<file path="src/rtl/vend_sell_if.sv">
// Customer-side bus of the vending purchase controller: switches, keypad
// edges and stock in; sold counters and transaction display values out.
interface vend_sell_if;
    logic        sw1;
    logic        sw2;
    logic        sw3;
    logic        sw4;
    logic [15:0] key_edge;
    logic [3:0]  quant1;
    logic [3:0]  quant2;
    logic [3:0]  quant3;
    logic [3:0]  quant4;
    logic [3:0]  count1;
    logic [3:0]  count2;
    logic [3:0]  count3;
    logic [3:0]  count4;
    logic [2:0]  state;
    logic [1:0]  product;
    logic [3:0]  qty;
    logic [7:0]  total;
    logic [7:0]  paid;
    logic [7:0]  change;
    logic        done;
    logic        refund;
    logic        fail;

    modport master (
        output sw1, sw2, sw3, sw4, key_edge, quant1, quant2, quant3, quant4,
        input  count1, count2, count3, count4, state, product, qty, total,
               paid, change, done, refund, fail
    );

    modport slave (
        input  sw1, sw2, sw3, sw4, key_edge, quant1, quant2, quant3, quant4,
        output count1, count2, count3, count4, state, product, qty, total,
               paid, change, done, refund, fail
    );
endinterface

</file>
<file path="src/rtl/vend_sell.sv">
// Purchase controller: product/quantity selection against stock, coin
// payment with cancel and idle timeout, dispense into cumulative counters.
module vend_sell #(
    parameter int PRICE1  = 3,
    parameter int PRICE2  = 5,
    parameter int PRICE3  = 7,
    parameter int PRICE4  = 10,
    parameter int TIMEOUT = 100_000_000,
    parameter int HOLD    = 200_000_000
) (
    input logic       clk,
    input logic       rst_n,
    vend_sell_if.slave bus
);

    typedef enum logic [2:0] {
        ST_IDLE     = 3'd0,
        ST_PAY      = 3'd1,
        ST_DISPENSE = 3'd2,
        ST_DONE     = 3'd3,
        ST_REFUND   = 3'd4,
        ST_FAIL     = 3'd5
    } state_t;

    state_t      state_r;
    logic [1:0]  product_r;
    logic [3:0]  qty_r;
    logic [7:0]  total_r;
    logic [7:0]  paid_r;
    logic [7:0]  change_r;
    logic [3:0]  count_r [4];
    logic        done_r;
    logic        refund_r;
    logic        fail_r;
    logic [31:0] timer_r;

    logic [1:0]  sel_s;
    logic        any_sw_s;
    logic [3:0]  digit_s;
    logic [3:0]  stock_s;
    logic [7:0]  price_s;
    logic [7:0]  total_new_s;
    logic [4:0]  coin_sum_s;
    logic        coin_any_s;
    logic        cancel_s;
    logic [8:0]  paid_sum_s;
    logic [7:0]  paid_sat_s;
    logic        unused_keys_s;

    assign unused_keys_s = ^{bus.key_edge[15:14], bus.key_edge[0]};

    // Product selection by switch priority and the matching stock/price.
    always_comb begin
        any_sw_s = bus.sw1 | bus.sw2 | bus.sw3 | bus.sw4;
        if (bus.sw1) begin
            sel_s = 2'd0;
        end else if (bus.sw2) begin
            sel_s = 2'd1;
        end else if (bus.sw3) begin
            sel_s = 2'd2;
        end else begin
            sel_s = 2'd3;
        end
        case (sel_s)
            2'd0:    begin stock_s = bus.quant1; price_s = 8'(PRICE1); end
            2'd1:    begin stock_s = bus.quant2; price_s = 8'(PRICE2); end
            2'd2:    begin stock_s = bus.quant3; price_s = 8'(PRICE3); end
            2'd3:    begin stock_s = bus.quant4; price_s = 8'(PRICE4); end
            default: begin stock_s = 4'd0;       price_s = 8'd0;       end
        endcase
    end

    // One-hot digit decode; zero means no digit or several at once.
    always_comb begin
        case (bus.key_edge[9:1])
            9'b000000001: digit_s = 4'd1;
            9'b000000010: digit_s = 4'd2;
            9'b000000100: digit_s = 4'd3;
            9'b000001000: digit_s = 4'd4;
            9'b000010000: digit_s = 4'd5;
            9'b000100000: digit_s = 4'd6;
            9'b001000000: digit_s = 4'd7;
            9'b010000000: digit_s = 4'd8;
            9'b100000000: digit_s = 4'd9;
            default:      digit_s = 4'd0;
        endcase
        total_new_s = {4'd0, digit_s} * price_s;
    end

    // Coin summation with saturating accumulate.
    always_comb begin
        coin_sum_s = (bus.key_edge[10] ? 5'd1  : 5'd0)
                   + (bus.key_edge[11] ? 5'd5  : 5'd0)
                   + (bus.key_edge[12] ? 5'd10 : 5'd0);
        coin_any_s = |bus.key_edge[12:10];
        cancel_s   = bus.key_edge[13];
        paid_sum_s = 9'(paid_r) + 9'(coin_sum_s);
        if (paid_sum_s[8]) begin
            paid_sat_s = 8'd255;
        end else begin
            paid_sat_s = paid_sum_s[7:0];
        end
    end

    // Transaction FSM with all display outputs registered.
    always_ff @(posedge clk or negedge rst_n) begin
        if (!rst_n) begin
            state_r   <= ST_IDLE;
            product_r <= 2'd0;
            qty_r     <= 4'd0;
            total_r   <= 8'd0;
            paid_r    <= 8'd0;
            change_r  <= 8'd0;
            done_r    <= 1'b0;
            refund_r  <= 1'b0;
            fail_r    <= 1'b0;
            timer_r   <= 32'd0;
            for (int i = 0; i < 4; i++) begin
                count_r[i] <= 4'd0;
            end
        end else begin
            case (state_r)
                ST_IDLE: begin
                    if (any_sw_s && (digit_s != 4'd0)) begin
                        product_r <= sel_s;
                        qty_r     <= digit_s;
                        timer_r   <= 32'd0;
                        if (digit_s <= stock_s) begin
                            total_r <= total_new_s;
                            paid_r  <= 8'd0;
                            state_r <= ST_PAY;
                        end else begin
                            fail_r  <= 1'b1;
                            state_r <= ST_FAIL;
                        end
                    end
                end
                ST_PAY: begin
                    if (cancel_s) begin
                        change_r <= paid_r;
                        refund_r <= 1'b1;
                        timer_r  <= 32'd0;
                        state_r  <= ST_REFUND;
                    end else if (coin_any_s) begin
                        paid_r  <= paid_sat_s;
                        timer_r <= 32'd0;
                        if (paid_sat_s >= total_r) begin
                            state_r <= ST_DISPENSE;
                        end
                    // The coin cycle itself counts toward the timeout window.
                    end else if (timer_r == 32'(TIMEOUT - 2)) begin
                        change_r <= paid_r;
                        refund_r <= 1'b1;
                        timer_r  <= 32'd0;
                        state_r  <= ST_REFUND;
                    end else begin
                        timer_r <= timer_r + 32'd1;
                    end
                end
                ST_DISPENSE: begin
                    count_r[product_r] <= count_r[product_r] + qty_r;
                    change_r <= paid_r - total_r;
                    done_r   <= 1'b1;
                    timer_r  <= 32'd0;
                    state_r  <= ST_DONE;
                end
                ST_DONE, ST_REFUND, ST_FAIL: begin
                    if (timer_r == 32'(HOLD - 1)) begin
                        qty_r    <= 4'd0;
                        total_r  <= 8'd0;
                        paid_r   <= 8'd0;
                        change_r <= 8'd0;
                        done_r   <= 1'b0;
                        refund_r <= 1'b0;
                        fail_r   <= 1'b0;
                        timer_r  <= 32'd0;
                        state_r  <= ST_IDLE;
                    end else begin
                        timer_r <= timer_r + 32'd1;
                    end
                end
                default: begin
                    timer_r <= 32'd0;
                    state_r <= ST_IDLE;
                end
            endcase
        end
    end

    assign bus.state   = state_r;
    assign bus.product = product_r;
    assign bus.qty     = qty_r;
    assign bus.total   = total_r;
    assign bus.paid    = paid_r;
    assign bus.change  = change_r;
    assign bus.done    = done_r;
    assign bus.refund  = refund_r;
    assign bus.fail    = fail_r;
    assign bus.count1  = count_r[0];
    assign bus.count2  = count_r[1];
    assign bus.count3  = count_r[2];
    assign bus.count4  = count_r[3];

endmodule

</file>
<file path="src/flat_wrapper.sv">
// flat-port wrapper written by rule: the top's interface ports become plain ports
module vend_sell_flat 
#(
    parameter int PRICE1  = 3,
    parameter int PRICE2  = 5,
    parameter int PRICE3  = 7,
    parameter int PRICE4  = 10,
    parameter int TIMEOUT = 100_000_000,
    parameter int HOLD    = 200_000_000
)
  (clk, rst_n, bus_sw1, bus_sw2, bus_sw3, bus_sw4, bus_key_edge, bus_quant1, bus_quant2, bus_quant3, bus_quant4, bus_count1, bus_count2, bus_count3, bus_count4, bus_state, bus_product, bus_qty, bus_total, bus_paid, bus_change, bus_done, bus_refund, bus_fail);
  vend_sell_if bus_i ();
  input logic clk;
  input logic rst_n;
  input wire logic [$bits(bus_i.sw1)-1:0] bus_sw1;
  input wire logic [$bits(bus_i.sw2)-1:0] bus_sw2;
  input wire logic [$bits(bus_i.sw3)-1:0] bus_sw3;
  input wire logic [$bits(bus_i.sw4)-1:0] bus_sw4;
  input wire logic [$bits(bus_i.key_edge)-1:0] bus_key_edge;
  input wire logic [$bits(bus_i.quant1)-1:0] bus_quant1;
  input wire logic [$bits(bus_i.quant2)-1:0] bus_quant2;
  input wire logic [$bits(bus_i.quant3)-1:0] bus_quant3;
  input wire logic [$bits(bus_i.quant4)-1:0] bus_quant4;
  output wire logic [$bits(bus_i.count1)-1:0] bus_count1;
  output wire logic [$bits(bus_i.count2)-1:0] bus_count2;
  output wire logic [$bits(bus_i.count3)-1:0] bus_count3;
  output wire logic [$bits(bus_i.count4)-1:0] bus_count4;
  output wire logic [$bits(bus_i.state)-1:0] bus_state;
  output wire logic [$bits(bus_i.product)-1:0] bus_product;
  output wire logic [$bits(bus_i.qty)-1:0] bus_qty;
  output wire logic [$bits(bus_i.total)-1:0] bus_total;
  output wire logic [$bits(bus_i.paid)-1:0] bus_paid;
  output wire logic [$bits(bus_i.change)-1:0] bus_change;
  output wire logic [$bits(bus_i.done)-1:0] bus_done;
  output wire logic [$bits(bus_i.refund)-1:0] bus_refund;
  output wire logic [$bits(bus_i.fail)-1:0] bus_fail;
  assign bus_i.sw1 = bus_sw1;
  assign bus_i.sw2 = bus_sw2;
  assign bus_i.sw3 = bus_sw3;
  assign bus_i.sw4 = bus_sw4;
  assign bus_i.key_edge = bus_key_edge;
  assign bus_i.quant1 = bus_quant1;
  assign bus_i.quant2 = bus_quant2;
  assign bus_i.quant3 = bus_quant3;
  assign bus_i.quant4 = bus_quant4;
  assign bus_count1 = bus_i.count1;
  assign bus_count2 = bus_i.count2;
  assign bus_count3 = bus_i.count3;
  assign bus_count4 = bus_i.count4;
  assign bus_state = bus_i.state;
  assign bus_product = bus_i.product;
  assign bus_qty = bus_i.qty;
  assign bus_total = bus_i.total;
  assign bus_paid = bus_i.paid;
  assign bus_change = bus_i.change;
  assign bus_done = bus_i.done;
  assign bus_refund = bus_i.refund;
  assign bus_fail = bus_i.fail;
  vend_sell #(.PRICE1(PRICE1), .PRICE2(PRICE2), .PRICE3(PRICE3), .PRICE4(PRICE4), .TIMEOUT(TIMEOUT), .HOLD(HOLD)) u_core (.clk(clk), .rst_n(rst_n), .bus(bus_i));
endmodule
</file>
<file path="config.mk">
export PLATFORM = sky130hd
export DESIGN_NAME = vend_sell_flat
export DESIGN_NICKNAME = d
export VERILOG_FILES = /design/src/rtl/vend_sell_if.sv /design/src/rtl/vend_sell.sv /design/src/flat_wrapper.sv
export SDC_FILE = /design/constraint.sdc
export NUM_CORES = 1
export LEC_CHECK = 0
export CORE_MARGIN = 2
export CORE_UTILIZATION = 50
export CTS_CLUSTER_SIZE = 28
export DETAILED_ROUTE_END_ITERATION = 7
export GPL_ROUTABILITY_DRIVEN = 0
export PLACE_DENSITY = 0.77
export SLEW_MARGIN = 0
export SYNTH_ARGS = -nofsm -noshare
export SYNTH_HDL_FRONTEND = slang
export SYNTH_SLANG_ARGS = --single-unit
</file>
<file path="constraint.sdc">
create_clock -name clk -period 3.15 [get_ports clk]
set_input_delay 0.7875 -clock clk [delete_from_list [all_inputs] [get_ports clk]]
set_output_delay 0.7875 -clock clk [all_outputs]
set_load 0.02 [all_outputs]
</file>
==> impl_metrics.ini <==
[outcome]
status = finished, violations left
violations = negative setup slack

[critical_path]
ff2ff_setup_slack_ps = -120
cp-start-kind = input pin
rr_endpoint = u_core.bus.state[2]$_DFFE_PN0P_
crit_fanout = 2
critPathLaunch = bus_key_edge[5]
r2r_start = u_core.bus.paid[0]$_DFFE_PN0P_
critPathArrivalTime_ps = 4280
worstSetupEndpoint = u_core.bus.total[7]$_DFFE_PN0P_
required_ps = 3390
worstSetupPathType = in2reg
reg2regPathDepth = 15
critPathCaptureType = flip-flop

[min_path]
hold_class = in2async

[pwr]
p_per_area_mw_per_mm2 = 754
leakage_nw = 3.74
max-vdd-ir-drop_uv = 465

[layout]
area_growth_pct = 37.1
drive_gt1_frac = 0.240
fillers = 891
antenna_cells = 0
ff_latch_area_mm2 = 0.00210
finalInstanceArea_mm2 = 0.00846
multi_input_area_mm2 = 0.00411
fin_util = 0.704
layout.cells.non_filler = 994
nets = 935

[timing]
finClkSkew_ps = 9.33
setup_viol = 19
rsz0062_at_grt = yes
tightest_slew_ps = 874
slew_headroom = 0.416
final_max_slew_viol_count = 0
finalHoldViolCount = 0
fin_crit_sh = 1.28
fmax_mhz = 248
fin_crit_ps = 4040
fin_ws_ps = -888

[floorplanning]
start_util = 0.514
pin_count = 90
dieArea_mm2 = 0.0132
core_area_mm2 = 0.0120
die_x_um = 115
die_y_um = 115
num_rows = 40

[synthesis]
netlist_instances = 680
synth_ff_type = dfrtp_1
avgSynthCellArea_um2 = 9.07
yosys-top-cells-area = dfrtp_1, ha_1, mux2_2
synth_area_mm2 = 0.00617
ys_top_cells_by_count = dfrtp_1, nand2_1, nor2_1
syn_nets = 773
netlist.top_cell.by_area = dfrtp_1
yosysMostFrequentCell = dfrtp_1
synth-edff-count = 0
ys_seq_area_frac = 0.341
synth_async_sr_flop_share = 1.00
yosys_warnings = 0
synth_top_area_frac = 0.341
synth.ff_latch_count = 84
yosys.cell_types.count = 69

[run]
maxCapViolations = 0

[global_routing]
antenna_found_initial = 0
grt_max_degree = 50
grt_use_total = 0.282
grt_pass1_vias = 6149
grt-ovfl-total = 0
grt_pass1_wl_mm = 29.7

[clock_network]
cts_tree = yes
cts-buffers-inserted = 9
cts_num_sinks = 84
cts_hold_buffers = 0
clk_latency_ps = 360
cts.path.max_buffers = 2
cts_root_buf = clkbuf_16
h-tree-depth = 3
clk_pin_slew_ps = 60

[placed_design]
dp_cells = 966
placed_area_mm2 = 0.00788
place_ws_ps = -1530
dp_hpwl_mm = 13.2
io_buffers = 86

[detailed_routing]
vias = 6063
routedWlPerCell_um = 18.2
dr.pass1.iters = 5
detail-route-antenna-nets = 0
drt_iter0_markers = 463
vias_per_cell = 6.10
routed_wl_mm = 18.1
route.detailed.drc = 0
-- area by class of cell --
| type | instances | area share |
|---|---|---|
| clock buffers | 9 | 0.0266 |
| clock inverters | 7 | 0.00695 |
| inverters | 39 | 0.0173 |
| multi-input cells | 529 | 0.486 |
| flip-flops and latches | 84 | 0.249 |
| well taps | 147 | 0.0217 |
| repair buffers | 179 | 0.193 |
-- cells by family after synthesis --
kind of cell             count (synthesis)  share of synthesized area
flip-flops                              84                      0.341
multiplexers                            28                     0.0578
XOR/XNOR                                22                     0.0312
AO/OA/AOI/OAI                          191                      0.210
buffers and inverters                   67                     0.0438
adder cells (fa/ha/maj)                 55                      0.120
AND/OR/NAND/NOR                        233                      0.196
-- power by group --
part / internal (W) / switching, W / total (W)
Sequential: 0.00132 / 0.000262 / 0.00158
Combinational: 0.00178 / 0.00199 / 0.00378
Clock: 0.000545 / 0.000479 / 0.00102
Total: 0.00364 / 0.00274 / 0.00638
-- state kept, by name, summed over array words and instances (netlist names) --
signal,cells
u_core.bus.change,8
u_core.bus.count1,4
u_core.bus.count2,4
u_core.bus.count3,4
u_core.bus.count4,4
u_core.bus.done,1
u_core.bus.fail,1
u_core.bus.paid,8
u_core.bus.product,2
u_core.bus.qty,4
u_core.bus.refund,1
u_core.bus.state,3
u_core.bus.total,8
u_core.timer_r,32
-- routing by layer --
metal,vias to the layer above,global-route usage,wire length (µm)
li1,2841,-,-
met4,0,0.126,559
met2,239,0.474,8950
met1,2929,0.358,7450
met5,-,0,0
met3,54,0.0485,1140
-- worst min path at each step --
stage	startpoint	to	slack, ps	cells past startpoint
CTS	u_core.bus.fail$_DFFE_PN0P_	u_core.bus.fail$_DFFE_PN0P_	490	1
global placement	u_core.bus.fail$_DFFE_PN0P_	u_core.bus.fail$_DFFE_PN0P_	480	1
global route	u_core.bus.fail$_DFFE_PN0P_	u_core.bus.fail$_DFFE_PN0P_	530	1
detailed placement	u_core.bus.fail$_DFFE_PN0P_	u_core.bus.fail$_DFFE_PN0P_	480	1
finish	rst_n	u_core.bus.change[1]$_DFFE_PN0P_	470	1
floorplan	u_core.timer_r[24]$_DFFE_PN0N_	u_core.timer_r[24]$_DFFE_PN0N_	460	1
-- critical path, stage by stage --
cell,delay [ps]
buf_6,100
or2_4,250
buf_6,120
or3_4,360
a2111oi_4,390
nand2_1,120
fa_1,510
inv_2,50
fa_1,470
ha_1,310
a21o_1,170
a21oi_2,150
o21bai_1,90
a21oi_2,160
xnor2_1,80
a22o_1,180
-- cell usage in the layout, fill, tap and decap left out, drive strengths merged, types with 9 or more instances in the layout --
cell           count
ha                48
nand2             61
a21o              11
buf               98
dfrtp             84
clkdlybuf4s50     71
o21ai             38
nor2b             12
xor2               9
and3              16
nand4             12
a21oi             43
a31oi             33
inv               42
xnor2             13
mux2              21
nor2              49
clkbuf            10
or3               10
nor3              16
nand3             18
a22o              11
-- timing repair --
item,4_1_cts,5_1_grt
setup endpoints to repair,24,25
pin swaps,43,25
gates resized for setup,66,14
buffers inserted,10,4
-- stage by stage --
step                hold slack [ps]  power, W  setup TNS (ps)
global placement                480   0.00506          -27140
detailed placement              480   0.00520          -32090
global route                    529   0.00679          -10740
finish                          465   0.00638           -8650
CTS                             495   0.00633           -7620
floorplan                       465   0.00380           -9700
No activity file was read; power rests on OpenSTA's default activity.
